==> src/rtl/uart_param.sv <==
// uart_param: parametrised full-duplex UART with valid/ready TX, strobed RX, sync and error flags.
module uart_param #(
    parameter int CLKS_PER_BIT = 521,
    parameter int DATA_W       = 7,
    parameter int PARITY       = 1,
    parameter int STOP_BITS    = 1
) (
    input  logic              clk,
    input  logic              rst_n,
    input  logic              tx_valid,
    input  logic [DATA_W-1:0] tx_data,
    output logic              tx_ready,
    output logic              tx_out,
    input  logic              rx_in,
    output logic [DATA_W-1:0] rx_data,
    output logic              rx_valid,
    output logic              rx_parity_err,
    output logic              rx_frame_err,
    output logic              rx_parity_bit
);
    localparam int CW = $clog2(CLKS_PER_BIT);
    localparam int IW = $clog2(DATA_W + 1);
    localparam logic [CW-1:0] C_LAST = CW'(CLKS_PER_BIT - 1);
    localparam logic [CW-1:0] C_HALF = CW'((CLKS_PER_BIT - 1) / 2);
    localparam logic [CW-1:0] C_STOP = CW'(CLKS_PER_BIT - 2);
    localparam logic [IW-1:0] I_LAST = IW'(DATA_W - 1);
    localparam logic [IW-1:0] S_LAST = IW'(STOP_BITS - 1);
    localparam logic HAS_PAR = PARITY != 0;
    localparam logic ODD     = PARITY == 2;

    typedef enum logic [2:0] {IDLE, START, DATA, PAR, STOP} state_t;

    state_t            tx_state_q, tx_state_d;
    logic [CW-1:0]     tx_cnt_q, tx_cnt_d;
    logic [IW-1:0]     tx_idx_q, tx_idx_d;
    logic [DATA_W-1:0] tx_sh_q, tx_sh_d;
    logic              tx_par_q, tx_par_d, tx_out_q, tx_out_d;

    // The final stop period is one cycle short in STOP; the IDLE/accept cycle completes it,
    // so back-to-back frames are exactly one frame length apart.
    always_comb begin
        tx_state_d = tx_state_q;
        tx_cnt_d   = tx_cnt_q + CW'(1);
        tx_idx_d   = tx_idx_q;
        tx_sh_d    = tx_sh_q;
        tx_par_d   = tx_par_q;
        case (tx_state_q)
            IDLE: begin
                tx_cnt_d = '0;
                if (tx_valid) begin
                    tx_state_d = START;
                    tx_sh_d    = tx_data;
                    tx_par_d   = ^tx_data ^ ODD;
                end
            end
            START: if (tx_cnt_q == C_LAST) begin
                tx_state_d = DATA;
                tx_cnt_d   = '0;
                tx_idx_d   = '0;
            end
            DATA: if (tx_cnt_q == C_LAST) begin
                tx_cnt_d = '0;
                tx_sh_d  = tx_sh_q >> 1;
                tx_idx_d = tx_idx_q + IW'(1);
                if (tx_idx_q == I_LAST) begin
                    tx_state_d = HAS_PAR ? PAR : STOP;
                    tx_idx_d   = '0;
                end
            end
            PAR: if (tx_cnt_q == C_LAST) begin
                tx_state_d = STOP;
                tx_cnt_d   = '0;
                tx_idx_d   = '0;
            end
            STOP: if (tx_idx_q == S_LAST && tx_cnt_q == C_STOP) begin
                tx_state_d = IDLE;
                tx_cnt_d   = '0;
            end else if (tx_cnt_q == C_LAST) begin
                tx_cnt_d = '0;
                tx_idx_d = tx_idx_q + IW'(1);
            end
            default: tx_state_d = IDLE;
        endcase
        tx_out_d = tx_state_d == START ? 1'b0 :
                   tx_state_d == DATA  ? tx_sh_d[0] :
                   tx_state_d == PAR   ? tx_par_d : 1'b1;
    end

    always_ff @(posedge clk or negedge rst_n) begin
        if (!rst_n) begin
            tx_state_q <= IDLE;
            tx_cnt_q   <= '0;
            tx_idx_q   <= '0;
            tx_sh_q    <= '0;
            tx_par_q   <= 1'b0;
            tx_out_q   <= 1'b1;
        end else begin
            tx_state_q <= tx_state_d;
            tx_cnt_q   <= tx_cnt_d;
            tx_idx_q   <= tx_idx_d;
            tx_sh_q    <= tx_sh_d;
            tx_par_q   <= tx_par_d;
            tx_out_q   <= tx_out_d;
        end
    end

    assign tx_ready = tx_state_q == IDLE;
    assign tx_out   = tx_out_q;

    state_t            rx_state_q, rx_state_d;
    logic [CW-1:0]     rx_cnt_q, rx_cnt_d;
    logic [IW-1:0]     rx_idx_q, rx_idx_d;
    logic [DATA_W-1:0] rx_sh_q, rx_sh_d, rx_data_q, rx_data_d;
    logic              rx_m_q, rx_s_q, rx_arm_q, rx_arm_d, rx_pcap_q, rx_pcap_d;
    logic              rx_valid_q, rx_valid_d, rx_perr_q, rx_perr_d;
    logic              rx_ferr_q, rx_ferr_d, rx_pbit_q, rx_pbit_d;

    // After a low stop sample the line must be seen high before a new start is honoured.
    always_comb begin
        rx_state_d = rx_state_q;
        rx_cnt_d   = rx_cnt_q + CW'(1);
        rx_idx_d   = rx_idx_q;
        rx_sh_d    = rx_sh_q;
        rx_arm_d   = rx_arm_q;
        rx_pcap_d  = rx_pcap_q;
        rx_valid_d = 1'b0;
        rx_data_d  = rx_data_q;
        rx_perr_d  = rx_perr_q;
        rx_ferr_d  = rx_ferr_q;
        rx_pbit_d  = rx_pbit_q;
        case (rx_state_q)
            IDLE: begin
                rx_cnt_d   = '0;
                rx_arm_d   = rx_arm_q | rx_s_q;
                rx_state_d = rx_arm_q && !rx_s_q ? START : IDLE;
            end
            START: if (rx_cnt_q == C_HALF) begin
                rx_state_d = rx_s_q ? IDLE : DATA;
                rx_cnt_d   = '0;
                rx_idx_d   = '0;
            end
            DATA: if (rx_cnt_q == C_LAST) begin
                rx_cnt_d = '0;
                rx_sh_d  = {rx_s_q, rx_sh_q[DATA_W-1:1]};
                rx_idx_d = rx_idx_q + IW'(1);
                if (rx_idx_q == I_LAST) rx_state_d = HAS_PAR ? PAR : STOP;
            end
            PAR: if (rx_cnt_q == C_LAST) begin
                rx_state_d = STOP;
                rx_cnt_d   = '0;
                rx_pcap_d  = rx_s_q;
            end
            STOP: if (rx_cnt_q == C_LAST) begin
                rx_state_d = IDLE;
                rx_cnt_d   = '0;
                rx_valid_d = 1'b1;
                rx_data_d  = rx_sh_q;
                rx_pbit_d  = HAS_PAR & rx_pcap_q;
                rx_perr_d  = HAS_PAR & (^rx_sh_q ^ ODD ^ rx_pcap_q);
                rx_ferr_d  = !rx_s_q;
                rx_arm_d   = rx_s_q;
            end
            default: rx_state_d = IDLE;
        endcase
    end

    always_ff @(posedge clk or negedge rst_n) begin
        if (!rst_n) begin
            rx_m_q     <= 1'b1;
            rx_s_q     <= 1'b1;
            rx_state_q <= IDLE;
            rx_cnt_q   <= '0;
            rx_idx_q   <= '0;
            rx_sh_q    <= '0;
            rx_arm_q   <= 1'b1;
            rx_pcap_q  <= 1'b0;
            rx_valid_q <= 1'b0;
            rx_data_q  <= '0;
            rx_perr_q  <= 1'b0;
            rx_ferr_q  <= 1'b0;
            rx_pbit_q  <= 1'b0;
        end else begin
            rx_m_q     <= rx_in;
            rx_s_q     <= rx_m_q;
            rx_state_q <= rx_state_d;
            rx_cnt_q   <= rx_cnt_d;
            rx_idx_q   <= rx_idx_d;
            rx_sh_q    <= rx_sh_d;
            rx_arm_q   <= rx_arm_d;
            rx_pcap_q  <= rx_pcap_d;
            rx_valid_q <= rx_valid_d;
            rx_data_q  <= rx_data_d;
            rx_perr_q  <= rx_perr_d;
            rx_ferr_q  <= rx_ferr_d;
            rx_pbit_q  <= rx_pbit_d;
        end
    end

    assign rx_data       = rx_data_q;
    assign rx_valid      = rx_valid_q;
    assign rx_parity_err = rx_perr_q;
    assign rx_frame_err  = rx_ferr_q;
    assign rx_parity_bit = rx_pbit_q;
endmodule
==> config.mk <==
export PLATFORM = sky130hd
export DESIGN_NAME = uart_param
export DESIGN_NICKNAME = d
export VERILOG_FILES = /design/src/rtl/uart_param.sv
export SDC_FILE = /design/constraint.sdc
export NUM_CORES = 1
export LEC_CHECK = 0
export ABC_CLOCK_PERIOD_IN_PS = 1800
export CORE_ASPECT_RATIO = 0.75
export CORE_MARGIN = 2
export CORE_UTILIZATION = 40
export DETAILED_ROUTE_END_ITERATION = 7
export SYNTH_ARGS = -nofsm -noshare
export SYNTH_HDL_FRONTEND = slang
export SYNTH_SLANG_ARGS = --single-unit
==> constraint.sdc <==
create_clock -name clk -period 1.8 [get_ports clk]
set_clock_uncertainty 0.05 [all_clocks]
set_input_delay 0.27 -clock clk [delete_from_list [all_inputs] [get_ports clk]]
set_output_delay 0.27 -clock clk [all_outputs]
set_load 0.02 [all_outputs]
==> results of run 1 <==
[through the flow]
step                      util (%)  std cells  hold slack [ps]  total power (uW)  setup TNS (ps)
after global placement        51.2        452              219              2030           -4890
after CTS                     56.6        476              275              3610            -335
after floorplan                  -        291            -75.6              1830           -62.9
final                         59.5        483              287              3670            -581
after global routing          59.5        483              270              3870           -3460
after detailed placement      51.2        452              222              2040           -5700
[registers in the layout, summed over array words and instances (netlist names)]
register / cells
tx_sh_q: 7
rx_data: 7
rx_s_q: 1
rx_parity_bit: 1
rx_m_q: 1
tx_out: 1
rx_state_q: 3
tx_cnt_q: 10
rx_cnt_q: 10
rx_sh_q: 7
rx_arm_q: 1
rx_frame_err: 1
tx_state_q: 3
tx_par_q: 1
rx_parity_err: 1
rx_pcap_q: 1
tx_idx_q: 3
rx_idx_q: 3
rx_valid: 1
[what timing repair did]
action,CTS,global route
buffers inserted,6,6
setup endpoints to repair,45,55
hold buffers,1,0
endpoints found under the hold margin,16,0
resized for setup,27,44
cloned,1,1
pin swaps,11,16
[cells in the final DEF, fill, tap and decap left out, types with 3 or more instances in the layout]
cell,Yosys,layout
clkbuf_8,1,9
ha_1,9,8
bufinv_16,0,3
and3_1,7,5
nand3_1,8,6
and3_4,0,3
a21o_1,5,5
nor2_4,1,6
nor2_1,32,23
a21oi_1,6,4
o21ai_1,3,5
buf_6,0,7
xnor2_1,24,24
dfstp_2,4,4
a22o_1,5,5
dfrtp_1,59,59
clkdlybuf4s50_1,0,21
mux2_4,0,10
nand2b_1,5,5
mux2_2,9,6
nand3b_1,4,4
xor2_1,7,7
buf_4,1,49
inv_1,9,8
o21ai_0,9,6
nor2_2,0,4
nand2_1,25,25
[area by class of cell]
class / instances / area [um^2]
repair inverters: 1 / 6.26
fillers: 631 / 3040
inverters: 10 / 42.5
clock inverters: 7 / 120
flip-flops and latches: 63 / 1580
clock buffers: 9 / 124
well taps: 101 / 126
repair buffers: 82 / 723
multi-input cells: 210 / 1740
[worst max-delay path: cells and delay by family (launching register included)]
kind,cells,cell delay [ps]
fa+ha+maj,1,130
buf+inv,1,60
simple gates,3,820
xor+xnor,1,190
compound gates,1,190
flops,1,400
[power by group]
group | internal, uW | total, uW | switching [uW] | leakage, uW
combinational | 337 | 602 | 265 | 0.00106
clock | 923 | 1480 | 559 | 0.000120
sequential | 1510 | 1590 | 75.9 | 0.000815
[metal layers]
metal / global-route usage [%] / up-vias
met4: 3.51 / 0
met2: 26.2 / 35
met3: 5.86 / 6
met5: 0 / -
met1: 21.8 / 1176
li1: - / 1187
[synthesized netlist by cell type (7+ instances only)]
cell type	n
and3_1	7
dfrtp_1	59
ha_1	9
inv_1	9
mux2_1	7
mux2_2	9
nand2_1	25
nand3_1	8
nor2_1	32
o21ai_0	9
xnor2_1	24
xor2_1	7
[path summary, 6_finish.rpt]
kind                        startpoint     endpoint  slack (ps)  cells past startpoint
min                              rx_in       rx_m_q         290                      1
min in group asynchronous        rst_n  rx_cnt_q[3]         390                      2
min reg2reg                     rx_m_q       rx_s_q         320                      0
max reg2reg                tx_cnt_q[1]       tx_out        -120                      7
max                        tx_cnt_q[1]       tx_out        -120                      7
max in group asynchronous        rst_n     rx_arm_q         750                      3
[cells by family (layout without fill, tap and decap cells)]
logic type               count (synthesis)  in the layout  synth area share (%)
AO/OA/AOI/OAI                           45             45                  10.2
XOR/XNOR                                31             31                  8.62
adder cells (fa/ha/maj)                  9              9                  3.58
buffers and inverters                   18            109                  2.62
flip-flops                              63             63                  50.2
multiplexers                            17             17                  6.04
AND/OR/NAND/NOR                        108            108                  18.8
==> flow_summary_export.csv, run 1 <==
group,metric,value,unit
route,m1WireLength,3160,um
yosys,synthTopCellsByArea,"dfrtp_1 (47%), xnor2_1 (6.7%), nor2_1 (3.8%), ha_1 (3.6%), dfstp_2 (3.3%)",
run_status,status,"finished, violations left",
cells_and_area,layout.nets,397,
run_status,violations,"setup timing",
timing,tightest_slew,505,ps
setup_path,arrival,2130,ps
timing,slew_violations,0,
pwr,max-vdd-ir-drop,0.431,mV
clock_network,clock_sinks,63,
timing,setup_slack,-118,ps
min_path,hp-class,"primary input to register",
global_routing,grt_pass1_vias,2373,
cells_and_area,area_delta_synth_final,41.8,%
route,first_pass_iters,6,
route,top_layer,"met4",
setup_path,cp-start-kind,"register",
yosys,yosysSeqAreaShare,50.2,%
placed_design,portBuffers,23,
cells_and_area,postLayoutCellArea,4460,um^2
pwr,cellPowerDensity,822,nW/um^2
placed_design,pre_cts_ws,-265,ps
route,drtIter0Drc,168,
clock_network,h-tree-depth,3,
route,wl_met2,2880,um
die,start_util,42.0,%
global_routing,overflow,0,
yosys,yosysWarningCount,0,
setup_path,crit_type,"register to register",
clock_network,ctsLongestPathBuffers,2,
clock_network,cts_made_buffers,9,
cells_and_area,antenna_cells,0,
yosys,synth_fp_nets,311,
setup_path,endpoint_kind,"register",
global_routing,grt_pass1_wl,11200,um
yosys,syn_inst,291,
yosys,synthArstFlopShare,100,%
global_routing,track_usage,16.4,%
route,wl_met3,244,um
timing,period_needed,1920,ps
yosys,syn-mean-instance-area,10.8,um^2
die,dieArea,8610,um^2
die,die_w,106,um
setup_path,crit_slowest_cell,"or4b_4",
setup_path,slowest_delay,500,ps
yosys,synth_top_area_share,46.9,%
global_routing,antenna_found_initial,0,
yosys,yosys_most_used_dff,"dfrtp_1",
yosys,synth_edf_count,0,
setup_path,worstPathCellList,"inv_1 -> ha_1 -> and3b_4 -> nand4_1 -> xor2_1 -> or4b_4 -> a22oi_2",
die,core_area,7500,um^2
yosys,syn_area,3150,um^2
clock_network,clockRootBuffer,"clkbuf_8",
timing,max_freq,0.521,GHz
timing,slew_headroom,66.3,%
yosys,ys_ff_latch,63,
clock_network,insertion_delay,340,ps
route,vias,2404,
route,drcViolationCount,0,
timing,grt_setup_unrepaired,"yes",
yosys,yosys.area.top_type,"dfrtp_1",
setup_path,cp_max_fo,3,
route,wl_per_cell,13.1,um
clock_network,cts_tree,"done",
die,core.rowCount,27,
placed_design,dp_hpwl,4390,um
clock_network,clkTransAtPathRegs,70,ps
route,wl,6340,um
placed_design,finalWeightedCongestion,0.810,
pwr,leakage,0.00200,uW
global_routing,grt_max_degree,25,
route,via_per_inst,4.98,
timing,finalSetupViolations,17,
timing,timing.final.crit_share,107,%
timing,finalHoldViolCount,0,
setup_path,required,2010,ps
flow_run,cap_violations,0,
die,top_level_ports,24,
die,die_height,80.8,um
yosys,synth.distinct_cells,58,
cells_and_area,drive_above_1_share,35.6,%
placed_design,placed_area,3840,um^2
route,antenna_left,0,
(Power assumes the default switching activity.)
==> inputs of run 2 (changes only) <==
--- a/config.mk
+++ b/config.mk
@@ -5,7 +5,7 @@
 export SDC_FILE = /design/constraint.sdc
 export NUM_CORES = 1
 export LEC_CHECK = 0
-export ABC_CLOCK_PERIOD_IN_PS = 1800
+export ABC_CLOCK_PERIOD_IN_PS = 1700
 export CORE_ASPECT_RATIO = 0.75
 export CORE_MARGIN = 2
 export CORE_UTILIZATION = 40
==> constraint.sdc (replaced) <==
create_clock -name clk -period 1.7 [get_ports clk]
set_clock_uncertainty 0.05 [all_clocks]
set_input_delay 0.255 -clock clk [delete_from_list [all_inputs] [get_ports clk]]
set_output_delay 0.255 -clock clk [all_outputs]
set_load 0.02 [all_outputs]
==> flow_summary_export.csv, run 2 (synthesis results as in run 1) <==
group,metric,value,unit
run_status,status,"finished, violations left",
run_status,violations,"setup timing",
timing,setup_slack,-190,ps
die,die_w,106,um
die,die_height,80.8,um
setup_path,worstPathCellList,"buf_4 -> ha_2 -> and4bb_2 -> buf_4 -> a211oi_2 -> o21ai_2 -> or2_1 -> o21ai_1",
clock_network,clkTransAtPathRegs,80,ps
die,start_util,42.0,%
clock_network,insertion_delay,350,ps
setup_path,slowest_delay,400,ps
route,drtIter0Drc,91,
route,via_per_inst,4.84,
route,wl_per_cell,13.7,um
timing,slew_violations,0,
cells_and_area,postLayoutCellArea,4650,um^2
placed_design,portBuffers,23,
pwr,leakage,0.00210,uW
setup_path,crit_top_cell,"buf_4",
placed_design,finalWeightedCongestion,0.774,
setup_path,r2r-start,"tx_cnt_q[0]",
min_path,holdPathStages,1,
pwr,cellPowerDensity,752,nW/um^2
timing,fin_setup_tns,-5140,ps
cells_and_area,final_cell_mix,"dfrtp_1 (58), buf_4 (57), xnor2_1 (23)",
clock_network,clock_sinks,63,
clock_network,cts_tree,"done",
global_routing,grt_max_degree,22,
setup_path,endpoint_kind,"register",
setup_path,r2r_slack,-190,ps
global_routing,antenna_found_initial,0,
route,vias,2423,
global_routing,overflow,0,
min_path,holdPathEnd,"rx_m_q",
die,top_level_ports,24,
pwr,max-vdd-ir-drop,0.808,mV
die,core_area,7500,um^2
route,first_pass_iters,4,
global_routing,track_usage,16.4,%
route,antenna_left,0,
timing,finalHoldViolCount,0,
cells_and_area,area_delta_synth_final,47.6,%
clock_network,clockRootBuffer,"clkbuf_8",
placed_design,dp_hpwl,4410,um
pwr,finalPower,3490,uW
setup_path,arrival,2120,ps
die,dieArea,8610,um^2
die,core.rowCount,27,
setup_path,cp-start-kind,"register",
setup_path,crit_slowest_cell,"dfrtp_1",
timing,finalSetupViolations,44,
cells_and_area,layout.nets,415,
min_path,worstHoldStart,"rx_in",
setup_path,r2r-end,"tx_idx_q[0]",
global_routing,grt_pass1_vias,2375,
clock_network,cts_made_buffers,9,
timing,timing.final.crit_share,111,%
cells_and_area,seq_area,1580,um^2
cells_and_area,final_common_cell,"dfrtp_1",
route,drcViolationCount,0,
timing,max_freq,0.529,GHz
route,wl,6890,um
setup_path,cp_max_fo,3,
cells_and_area,multi_input_area,1800,um^2
timing,grt_setup_unrepaired,"yes",
flow_run,cap_violations,0,
clock_network,ctsLongestPathBuffers,2,
setup_path,crit_type,"register to register",
placed_design,placed_area,3970,um^2
setup_path,required,1930,ps
setup_path,r2r_cells,8,
timing,slew_headroom,62.6,%
min_path,hp-class,"primary input to register",
cells_and_area,drive_above_1_share,42.3,%
cells_and_area,antenna_cells,0,
timing,tightest_slew,561,ps
timing,period_needed,1890,ps
clock_network,h-tree-depth,3,
timing,whs,262,ps
global_routing,grt_pass1_wl,11000,um
cells_and_area,top_regs,"rx_cnt_q (10), tx_cnt_q (10)",
cells_and_area,nFillCells,617,
==> run 2: cell types whose count changed in the layout (fill, tap and decap cells not counted), moves of 3 or more <==
cell       change
nor2_4         -3
nor2_2         +6
nor2_1         -3
bufinv_16      -3
nand2_2        +5
buf_6          +9
o21ai_2        +3
nand2_1        -5
o21ai_0        -5
buf_4          +8
==> run 2: metrics by stage <==
step / setup WS [ps] / util, % / instances
after global placement: -280 / 53.0 / 462
after global routing: -286 / 62.0 / 501
final: -190 / 62.0 / 501
after floorplan: -163 / - / 291
after CTS: -173 / 57.0 / 485
after detailed placement: -404 / 53.0 / 462
==> run 2: area by class of cell <==
type | instances | area share [%]
well taps | 101 | 2.72
clock buffers | 9 | 2.66
multi-input cells | 210 | 38.8
repair buffers | 101 | 19.7
clock inverters | 7 | 1.05
flip-flops and latches | 63 | 34.1
inverters | 10 | 0.969
==> run 2: timing repair <==
action                                  in CTS  in global routing
hold endpoints to repair                    14                  0
pin swaps                                   13                 27
hold buffers                                 1                  0
gates cloned                                 0                  1
gates resized for setup                     22                 68
endpoints found under the setup margin      51                 56
buffers inserted                             7                 19
==> run 2: worst max-delay path by stage <==
stage                start          end
2_1_floorplan  tx_cnt_q[7]       tx_out
5_1_grt        tx_cnt_q[0]  tx_idx_q[2]
6_report       tx_cnt_q[0]  tx_idx_q[0]
3_5_place_dp   tx_cnt_q[0]  tx_cnt_q[4]
3_3_place_gp   tx_cnt_q[0]  tx_cnt_q[2]
4_1_cts        tx_cnt_q[0]       tx_out
==> run 2: worst max-delay path: cells and delay by family, from the launching register on <==
kind	cells	cell delay, ps
flip-flops	1	400
AO/OA/AOI/OAI	3	450
buffers and inverters	2	280
AND/OR/NAND/NOR	2	470
adder cells (fa/ha/maj)	1	180
==> run 2: power breakdown <==
| part | leakage [uW] | total [uW] | switching (uW) | internal (uW) |
|---|---|---|---|---|
| Combinational | 0.00120 | 655 | 269 | 386 |
| Clock | 0.0000894 | 1140 | 608 | 529 |
| Sequential | 0.000813 | 1700 | 101 | 1600 |
| Total | 0.00210 | 3490 | 978 | 2510 |
==> run 2: routing by layer <==
layer / part of all wire [%] / track usage, % / routed length [um]
met1: 50 / 22.8 / 3470
met2: 45 / 24.6 / 3130
met3: 3.4 / 5.38 / 234
met4: 0.81 / 4.94 / 56
met5: 0 / 0 / 0
==> inputs of run 3 (changes only) <==
--- a/config.mk
+++ b/config.mk
@@ -10,6 +10,8 @@
 export CORE_MARGIN = 2
 export CORE_UTILIZATION = 40
 export DETAILED_ROUTE_END_ITERATION = 7
+export HOLD_SLACK_MARGIN = 0.15
 export SYNTH_ARGS = -nofsm -noshare
 export SYNTH_HDL_FRONTEND = slang
 export SYNTH_SLANG_ARGS = --single-unit
+export TNS_END_PERCENT = 30
==> flow_summary_export.csv, run 3 (synthesis results as in run 1) <==
group,metric,value,unit
cells_and_area,top_regs,"rx_cnt_q (10), tx_cnt_q (10)",
setup_path,r2r_cells,7,
setup_path,cp_max_fo,3,
timing,max_freq,0.540,GHz
clock_network,clockRootBuffer,"clkbuf_8",
run_status,status,"finished, violations left",
route,first_pass_iters,4,
pwr,seqPwrFrac,47.8,%
setup_path,r2r-start,"tx_cnt_q[0]",
timing,slew_violations,0,
die,dieArea,8610,um^2
cells_and_area,postLayoutCoreUtil,58.0,%
min_path,holdPathEnd,"rx_m_q",
setup_path,crit_slowest_cell,"or4b_1",
setup_path,required,1910,ps
setup_path,crit_family,"simple AND/OR/NAND/NOR gates",
placed_design,placed_area,3960,um^2
cells_and_area,final_cell_mix,"buf_4 (58), dfrtp_1 (58), nor2_1 (26), nand2_1 (25), xnor2_1 (24)",
cells_and_area,nFillCells,666,
pwr,max-vdd-ir-drop,0.680,mV
cells_and_area,drive_above_1_share,34.4,%
die,die_height,80.8,um
min_path,worstHoldStart,"rx_in",
global_routing,grt_pass1_wl,11200,um
die,core.rowCount,27,
global_routing,track_usage,16.5,%
setup_path,slowest_delay,480,ps
die,top_level_ports,24,
clock_network,clkTransAtPathRegs,80,ps
placed_design,portBuffers,23,
timing,whs,265,ps
die,start_util,42.0,%
placed_design,dp_hpwl,4360,um
cells_and_area,postLayoutCellArea,4350,um^2
setup_path,cp-start-kind,"register",
timing,timing.final.crit_share,109,%
clock_network,cts_tree,"done",
clock_network,cts_made_buffers,9,
setup_path,worst-path-stages,7,
setup_path,worstPathCellList,"inv_1 -> ha_1 -> and3b_4 -> nand4_1 -> xor2_1 -> or4b_1 -> a22oi_1",
cells_and_area,antenna_cells,0,
timing,slew_headroom,74.0,%
pwr,p_int,2580,uW
setup_path,endpoint_kind,"register",
setup_path,critPathBufInv,1,
timing,setup_slack,-151,ps
pwr,cellPowerDensity,809,nW/um^2
global_routing,overflow,0,
pwr,p_clk_share,36.7,%
global_routing,antenna_found_initial,0,
setup_path,crit_type,"register to register",
route,drcViolationCount,0,
route,via_per_inst,4.88,
setup_path,r2r_slack,-150,ps
min_path,holdPathStages,1,
clock_network,ctsLongestPathBuffers,2,
pwr,swShare,26.6,%
route,wl_per_cell,13.4,um
setup_path,arrival,2060,ps
route,wl,6490,um
flow_run,cap_violations,0,
timing,finalSetupViolations,47,
cells_and_area,final_cell_count_no_fill,485,
cells_and_area,layout.nets,399,
route,antenna_left,0,
route,vias,2369,
timing,period_needed,1850,ps
cells_and_area,area_delta_synth_final,38.1,%
clock_network,clock_sinks,63,
timing,finalHoldViolCount,0,
clock_network,h-tree-depth,3,
die,die_w,106,um
global_routing,grt_max_degree,64,
pwr,finalPower,3520,uW
route,drtIter0Drc,64,
global_routing,grt_pass1_vias,2360,
timing,tightest_slew,384,ps
placed_design,dp_cells,463,
run_status,violations,"setup timing",
pwr,leakage,0.00198,uW
min_path,hp-class,"primary input to register",
placed_design,finalWeightedCongestion,0.826,
setup_path,r2r-end,"tx_out",
pwr,p_comb_share,15.5,%
die,core_area,7500,um^2
pwr,netSwitchingPower,936,uW
timing,grt_setup_unrepaired,"yes",
clock_network,insertion_delay,340,ps
[run 3: final cells by class]
type                       count  area [um^2]  area share, %
multi-input combinational    210         1680           38.6
sequential                    63         1580           36.4
timing repair buffer          85          713           16.4
tap                          101          126           2.91
clock buffer                   9          124           2.85
clock inverter                 7         73.8           1.70
inverter                      10         50.0           1.15
[run 3: per-layer routing]
| metal | vias up | part of all wire [%] | track usage [%] |
|---|---|---|---|
| met5 | - | 0 | 0 |
| met2 | 32 | 44 | 26.0 |
| met4 | 0 | 0.99 | 4.16 |
| met1 | 1143 | 51 | 22.2 |
| met3 | 6 | 3.8 | 5.54 |
| li1 | 1188 | - | - |
[run 3: metrics by stage]
step | setup slack (ps) | TNS, ps
floorplan | -163 | -1780
global placement | -294 | -6870
detailed placement | -347 | -8060
CTS | -178 | -2340
global route | -270 | -6910
finish | -151 | -1640
[run 3: worst max-delay path by stage]
stage	from	to	slack [ps]
2_1_floorplan	tx_cnt_q[7]	tx_out	-160
3_3_place_gp	tx_cnt_q[0]	tx_cnt_q[8]	-290
3_5_place_dp	tx_cnt_q[0]	tx_cnt_q[4]	-350
4_1_cts	tx_cnt_q[0]	tx_out	-180
5_1_grt	tx_cnt_q[1]	tx_out	-270
6_report	tx_cnt_q[0]	tx_out	-150
[run 3: power by group through the flow]
stage | Sequential, uW | Combinational [uW] | Clock [uW]
after global routing | 1700 | 612 | 1410
after floorplan | 1710 | 222 | 0
after CTS | 1680 | 539 | 1340
after detailed placement | 1690 | 511 | 0
after global placement | 1690 | 501 | 0
final | 1680 | 544 | 1290
[run 3: what timing repair did]
| action | in CTS | in global routing |
|---|---|---|
| resized for setup | 23 | 21 |
| endpoints found under the hold margin | 59 | 0 |
| buffers inserted | 6 | 1 |
| endpoints found under the setup margin | 54 | 55 |
| pin swaps | 17 | 3 |
| hold buffers | 1 | 0 |
